===== src/rtl/serial_add_ctrl_pkg.sv =====
// rtl/serial_add_ctrl_pkg.sv - shared state encoding and default width for serial_add_ctrl
package serial_add_ctrl_pkg;

    localparam int DEFAULT_WIDTH = 8;

    typedef enum logic [1:0] {
        ST_IDLE = 2'd0,
        ST_RUN  = 2'd1,
        ST_DONE = 2'd2
    } state_t;

endpackage


===== src/rtl/full_adder.sv =====
// rtl/full_adder.sv - 1-bit full adder cell used as the serial datapath
module full_adder (
    input  logic a,
    input  logic b,
    input  logic Cin,
    output logic Cout,
    output logic Sum
);

    assign Sum  = a ^ b ^ Cin;
    assign Cout = (a & b) | (Cin & (a ^ b));

endmodule


===== src/rtl/serial_add_ctrl.sv =====
// rtl/serial_add_ctrl.sv - bit-serial a+b+cin over WIDTH cycles with start/done handshake
module serial_add_ctrl
    import serial_add_ctrl_pkg::*;
#(
    parameter int WIDTH = DEFAULT_WIDTH
) (
    input  logic             clk,
    input  logic             rst_n,
    input  logic             start,
    input  logic [WIDTH-1:0] a,
    input  logic [WIDTH-1:0] b,
    input  logic             cin,
    output logic             busy,
    output logic             done,
    output logic [WIDTH-1:0] sum,
    output logic             cout
);

    localparam int CNT_W = $clog2(WIDTH);

    state_t             state;
    logic [WIDTH-1:0]   a_sr;
    logic [WIDTH-1:0]   b_sr;
    logic [WIDTH-1:0]   r_sr;
    logic               carry;
    logic [CNT_W-1:0]   cnt;
    logic               fa_sum;
    logic               fa_cout;

    full_adder u_fa (
        .a    (a_sr[0]),
        .b    (b_sr[0]),
        .Cin  (carry),
        .Cout (fa_cout),
        .Sum  (fa_sum)
    );

    always_ff @(posedge clk or negedge rst_n) begin
        if (!rst_n) begin
            state <= ST_IDLE;
            a_sr  <= '0;
            b_sr  <= '0;
            r_sr  <= '0;
            carry <= 1'b0;
            cnt   <= '0;
            busy  <= 1'b0;
            done  <= 1'b0;
            sum   <= '0;
            cout  <= 1'b0;
        end else begin
            case (state)
                ST_IDLE: begin
                    done <= 1'b0;
                    if (start) begin
                        a_sr  <= a;
                        b_sr  <= b;
                        carry <= cin;
                        cnt   <= '0;
                        busy  <= 1'b1;
                        state <= ST_RUN;
                    end
                end
                ST_RUN: begin
                    a_sr  <= a_sr >> 1;
                    b_sr  <= b_sr >> 1;
                    r_sr  <= {fa_sum, r_sr[WIDTH-1:1]};
                    carry <= fa_cout;
                    cnt   <= cnt + 1'b1;
                    // Final bit: publish the result straight from the adder, bypassing r_sr.
                    if (cnt == CNT_W'(WIDTH - 1)) begin
                        sum   <= {fa_sum, r_sr[WIDTH-1:1]};
                        cout  <= fa_cout;
                        busy  <= 1'b0;
                        done  <= 1'b1;
                        state <= ST_DONE;
                    end
                end
                ST_DONE: begin
                    done  <= 1'b0;
                    state <= ST_IDLE;
                end
                default: begin
                    busy  <= 1'b0;
                    done  <= 1'b0;
                    state <= ST_IDLE;
                end
            endcase
        end
    end

endmodule


===== config.mk =====
export PLATFORM = sky130hd
export DESIGN_NAME = serial_add_ctrl
export DESIGN_NICKNAME = d
export VERILOG_FILES = /design/src/rtl/serial_add_ctrl_pkg.sv /design/src/rtl/full_adder.sv /design/src/rtl/serial_add_ctrl.sv
export SDC_FILE = /design/constraint.sdc
export NUM_CORES = 1
export LEC_CHECK = 0
export BUFFER_PORTS_ARGS = -buffer_cell sky130_fd_sc_hd__buf_2
export CAP_MARGIN = 20
export CELL_PAD_IN_SITES_DETAIL_PLACEMENT = 1
export CELL_PAD_IN_SITES_GLOBAL_PLACEMENT = 2
export CORE_MARGIN = 5
export CORE_UTILIZATION = 36
export DETAILED_ROUTE_END_ITERATION = 8
export GPL_TIMING_DRIVEN = 0
export PLACE_DENSITY_LB_ADDON = 0.08
export RECOVER_POWER = 100
export SETUP_SLACK_MARGIN = 0.5
export SYNTH_ARGS = -nofsm -noshare
export SYNTH_HDL_FRONTEND = slang
export SYNTH_SLANG_ARGS = --single-unit

===== constraint.sdc =====
create_clock -name clk -period 2 [get_ports clk]
set_clock_uncertainty 0.05 [all_clocks]
set_input_delay 0.4 -clock clk [delete_from_list [all_inputs] [get_ports clk]]
set_output_delay 0.4 -clock clk [all_outputs]
set_load 0.05 [all_outputs]

# Word level (Yosys, flattened, before mapping)
# Index checks and enable logic that the tools add are counted.
[word_totals]
register_bits = 41
inputBits = 20
output_inout_bits = 11
wordCells = 44
[classes]
addsub = 1
eq_ne = 5
muxes = 16
bitwise_logic = 6
reduce_logical = 6
[op_table]
columns = ["op", "count"]
rows = [
  ["8-bit one-hot mux with 2 select lines", 2],
  ["8-bit two-way mux", 2],
  ["3-bit one-hot mux with 2 select lines", 1],
  ["2-bit AND reduction", 3],
  ["1-bit two-way mux", 5],
  ["2-bit two-way mux", 2],
  ["2-bit inequality test, second input constant", 2],
  ["2-bit one-hot mux with 2 select lines", 1],
  ["3-bit by 1-bit adder with 3-bit output, second input constant", 1],
  ["3-bit equality test, second input constant", 1],
  ["3-bit two-way mux", 1],
  ["1-bit one-hot mux with 3 select lines", 1],
  ["3-bit AND reduction", 1],
  ["1-bit bitwise AND", 2],
  ["2-bit by 1-bit equality test with 1-bit output, second input constant", 1],
  ["2-bit equality test, second input constant", 1],
  ["2-bit logical NOT", 1],
  ["1-bit one-hot mux with 2 select lines", 1],
  ["2-bit nonzero test", 1],
  ["1-bit bitwise XOR", 2],
  ["1-bit NOT", 1],
  ["1-bit OR", 1],
]

# Longest topological paths before layout
[logic_depth]
word_depth = 4
mapped_depth = 6
ltp_nobuf = 5

# Modules after synthesis
# Synthesis repeated with hierarchy kept, for this count alone.
[unflattened]
cells_unflattened = 169
hier_area_um2 = 1819.2
[by_module_without_submodules]
columns = ["mod", "instances", "cells_per_inst", "area_per_inst_um2", "seq_area_each_um2"]
rows = [
  ["serial_add_ctrl", 1, 168, 1799.2, 1001.0],
  ["full_adder", 1, 1, 20.0, 0.0],
]

# Worst setup path before layout
# OpenSTA, ideal clock, no wires.
[synth_path]
path_type = "flip-flop to flip-flop"
start = "register cnt[0]"
end = "register cout"
arrival_time_ns = 1.251
required_ns = 1.825
path_slack_ns = 0.574
path_stages_with_launch = 5
n_path_buf = 0
synth_period_minus_slack_ns = 1.426
cell_sequence = "dfrtp_1 ha_1 ha_1 nand2_8 mux2_4"
[synth_between]
elab_chain_len = 2
[synth_rtl]
columns = ["element", "line", "rtl"]
rows = [
  ["start: declaration", "serial_add_ctrl.sv:26", "logic [CNT_W-1:0] cnt;"],
  ["start signal: assignment", "serial_add_ctrl.sv:68", "cnt <= cnt + 1'b1;"],
  ["3-bit equality test", "serial_add_ctrl.sv:70", "if (cnt == CNT_W'(WIDTH - 1)) begin"],
  ["2-bit AND reduction (no source line)", "--", ""],
  ["end signal: assignment", "serial_add_ctrl.sv:72", "cout <= fa_cout;"],
  ["end: declaration", "serial_add_ctrl.sv:16", "output logic cout"],
]
# Every way passes these cells.
# A chain may end at the register's enable or synchronous reset.

# Worst setup path in the final report
[layout_path]
start = "register busy"
end = "output busy"
[layout_rtl]
columns = ["element", "line", "rtl"]
rows = [
  ["start: declaration", "serial_add_ctrl.sv:13", "output logic busy,"],
  ["start signal: assignment", "serial_add_ctrl.sv:46", "busy <= 1'b0;"],
  ["start signal: assignment", "serial_add_ctrl.sv:59", "busy <= 1'b1;"],
  ["start signal: assignment", "serial_add_ctrl.sv:73", "busy <= 1'b0;"],
]
# No word-level cell between the ends.

==> metrics.txt <==
status complete, no violations; Least-Margin Pin Slew 1.01 ns; Finished Layout Cells approximately 250; combinational share of power 42.5%; Clk pin slew, worst setup/hold paths about 0.080 ns; DIE WIDTH between 70 and 80 um; crit-path max FO 3; length in cells of the worst reg-to-reg path 4; drt pass-1 iters 4; die span in y roughly 80 um; vias per inst just under 5; WL per Instance 15.1 um; total negative setup slack 0 ns; Worst Setup SP busy; Skew-Pair Late Insertion Delay roughly 0.28 ns; setup slack, reg-to-reg ~0.47 ns; Inst Count DP 240; worst hold path type in2async; row count 25; DP Worst Slack ~0.47 ns; final setup violation count 0; post-synthesis average cell area around 12 sq um; drt initial violations 30; Met1 Wirelength 1710 um; Syn. warnings 0; Layout Nets roughly 200; Synth cell types 25; Clk pwr share between 10% and 20%; uppermost layer routed met4; CP Depth 1; CP cell instances clkbuf_1; # hold bufs at CTS 0; largest net degree at the start of global routing approximately 40; Syn Inst Count between 100 and 150; CP peak stage delay between 0.4 and 0.5 ns; initial antenna violation count 0; core area roughly 0.0047 sq mm; final worst path period need 1.59 ns; die area approximately 0.0063 sq mm; port bufs 30; global-route wire length before repair ~6600 um; synthesized area approximately 0.0017 sq mm; GR Util All Layers 13.5%; vias in the first global route ~1,400; area added between synthesis and finish 15.7%; area leader, netlist dfrtp_1; clk root buf clkbuf_8; Slowest cell on crit path clkbuf_1; register area share after synthesis 57.3%; Remaining Overflow, GRT 0; synthesized flop and latch total 40; Final Cycle Share just under 80%; Psw approximately 1.4 mW; internal power approximately 2.0 mW; buffers from clock root to sink, at most 2; RR Startpoint cnt[0]; RR Endpoint cout; Synthesized Nets around 170; Starting Density a little under two fifths; Min Hold Slack around 0.22 ns; worst vdd ir roughly 0.4 mV; fin. max-slew vios 0; leakage power around 0.94 nW; ant diodes 0; Arrival @ worst endpoint 1.14 ns; number of fill cells in the layout about 530; most area-consuming cells after synthesis dfrtp_1 57%, mux2_4 7.7%, o221a_2 5.2%, nand2_1 4.9%, nand3b_1 3.4%; clk sinks 40; fmax 0.629 GHz; Yosys top cell area share between 50% and 60%; switching share of power about 41%; MaxCap Viol Count 0; Crit path max-delay family buffers and inverters; residual DRC count 0; crit path to busy; via count about 1,200; Setup crit end kind primary output; Post-CTS Setup Bufs 0; Cell Pwr Density around 1700 mW/mm^2; met3 wire len about 140 um; IO Pins 31; Sequential Power Share about two fifths; Detail Route Antenna Nets 0; RSZ-0062 raised after global routing no; number of CTS-inserted buffers 5; CP bufs+invs 1; drt total wl around 3700 um; htree depth 2; layout cells sized above 1 23.8%; critical path type reg2out; Fin. Hold Viols 0; crit start category register; setup ws final about 0.41 ns; worst path required time roughly 1.6 ns; CTS tree built; relative slew slack between 30% and 40%; GPL Wtd Cong 0.708; Post-DP HPWL 2660 um; met2 wire len about 1800 um
## stage by stage
stage               total power [mW]  area [sq um]  util, %
floorplan                       2.65          1750        -
global placement                2.99          1980     41.9
detailed placement              3.07          1980     41.9
CTS                             3.63          2080     43.9
global route                    3.69          2020     42.8
finish                          3.41          2020     42.8
## layer usage
| layer | track usage [%] | vias up |
|---|---|---|
| met1 | 16.2 | 597 |
| met3 | 3.95 | 6 |
| met2 | 23.0 | 24 |
| li1 | - | 576 |
| met5 | 0 | - |
| met4 | 4.64 | 0 |
## power groups by stage
stage / clock network [mW] / registers (mW) / logic [mW]
2_1_floorplan: 0 / 1.73 / 0.920
3_3_place_gp: 0 / 1.42 / 1.57
3_5_place_dp: 0 / 1.44 / 1.62
4_1_cts: 0.573 / 1.43 / 1.63
5_1_grt: 0.610 / 1.46 / 1.62
6_report: 0.550 / 1.41 / 1.45
## sequential cells by signal (all words and copies together) (netlist names)
| register | count |
|---|---|
| done | 1 |
| cout | 1 |
| carry | 1 |
| sum | 8 |
| b_sr | 8 |
| busy | 1 |
| state | 2 |
| cnt | 3 |
| a_sr | 8 |
| r_sr | 7 |
## cell usage after synthesis, drive strengths merged
cell type / n
o21bai: 1
nor2b: 1
o21ba: 1
o22ai: 7
a32o: 1
a21o: 1
ha: 2
a21oi: 9
fa: 1
nand2: 24
inv: 2
a22o: 2
nand2b: 3
buf: 7
mux2: 9
nand3b: 8
o21ai: 3
nor2: 11
and2b: 1
clkinv: 1
dfrtp: 40
o221a: 8
## logic make-up after synthesis
kind of cell,share of synthesized area (%)
muxes,7.74
and+or+nand+nor,14.3
AOI/OAI and AO/OA,14.1
DFF,57.3
adders and majority gates,2.58
buffers and inverters,4.01
## cells in the final DEF, fill, tap and decap left out, drive strengths merged, types with 3 or more instances in the layout
master	Yosys	routed
o21ai	3	3
dfrtp	40	40
o221a	8	8
nand2	24	24
nand2b	3	3
nand3b	8	8
clkbuf	0	19
clkinv	1	3
a21oi	9	9
mux2	9	9
buf	7	24
nor2	11	11
o22ai	7	7
## worst min-delay path by stage
stage               slack [ns]  endpoint     from  cells after the start
floorplan                 0.05   a_sr[0]    rst_n                      0
global placement          0.41   r_sr[1]  r_sr[1]                      2
detailed placement        0.44   r_sr[1]  r_sr[1]                      2
CTS                       0.22   b_sr[0]    rst_n                      1
global route              0.29   b_sr[7]     b[7]                      3
finish                    0.22    sum[5]    rst_n                      1
## cell type report
class / count / area, sq um / area share (%)
tap: 67 / 83.8 / 4.15
clock buffer: 6 / 82.6 / 4.09
buffer: 7 / 55.1 / 2.72
inverter: 3 / 11.3 / 0.557
clock inverter: 2 / 10.0 / 0.495
timing repair buffer: 30 / 136 / 6.75
multi-input combinational: 93 / 641 / 31.7
sequential: 40 / 1000 / 49.5
## repair_timing
item / in CTS / in global routing
endpoints found under the setup margin: 9 / 7
pin swaps: 0 / 0
gates resized for setup: 1 / 1
(Power assumes the default switching activity.)
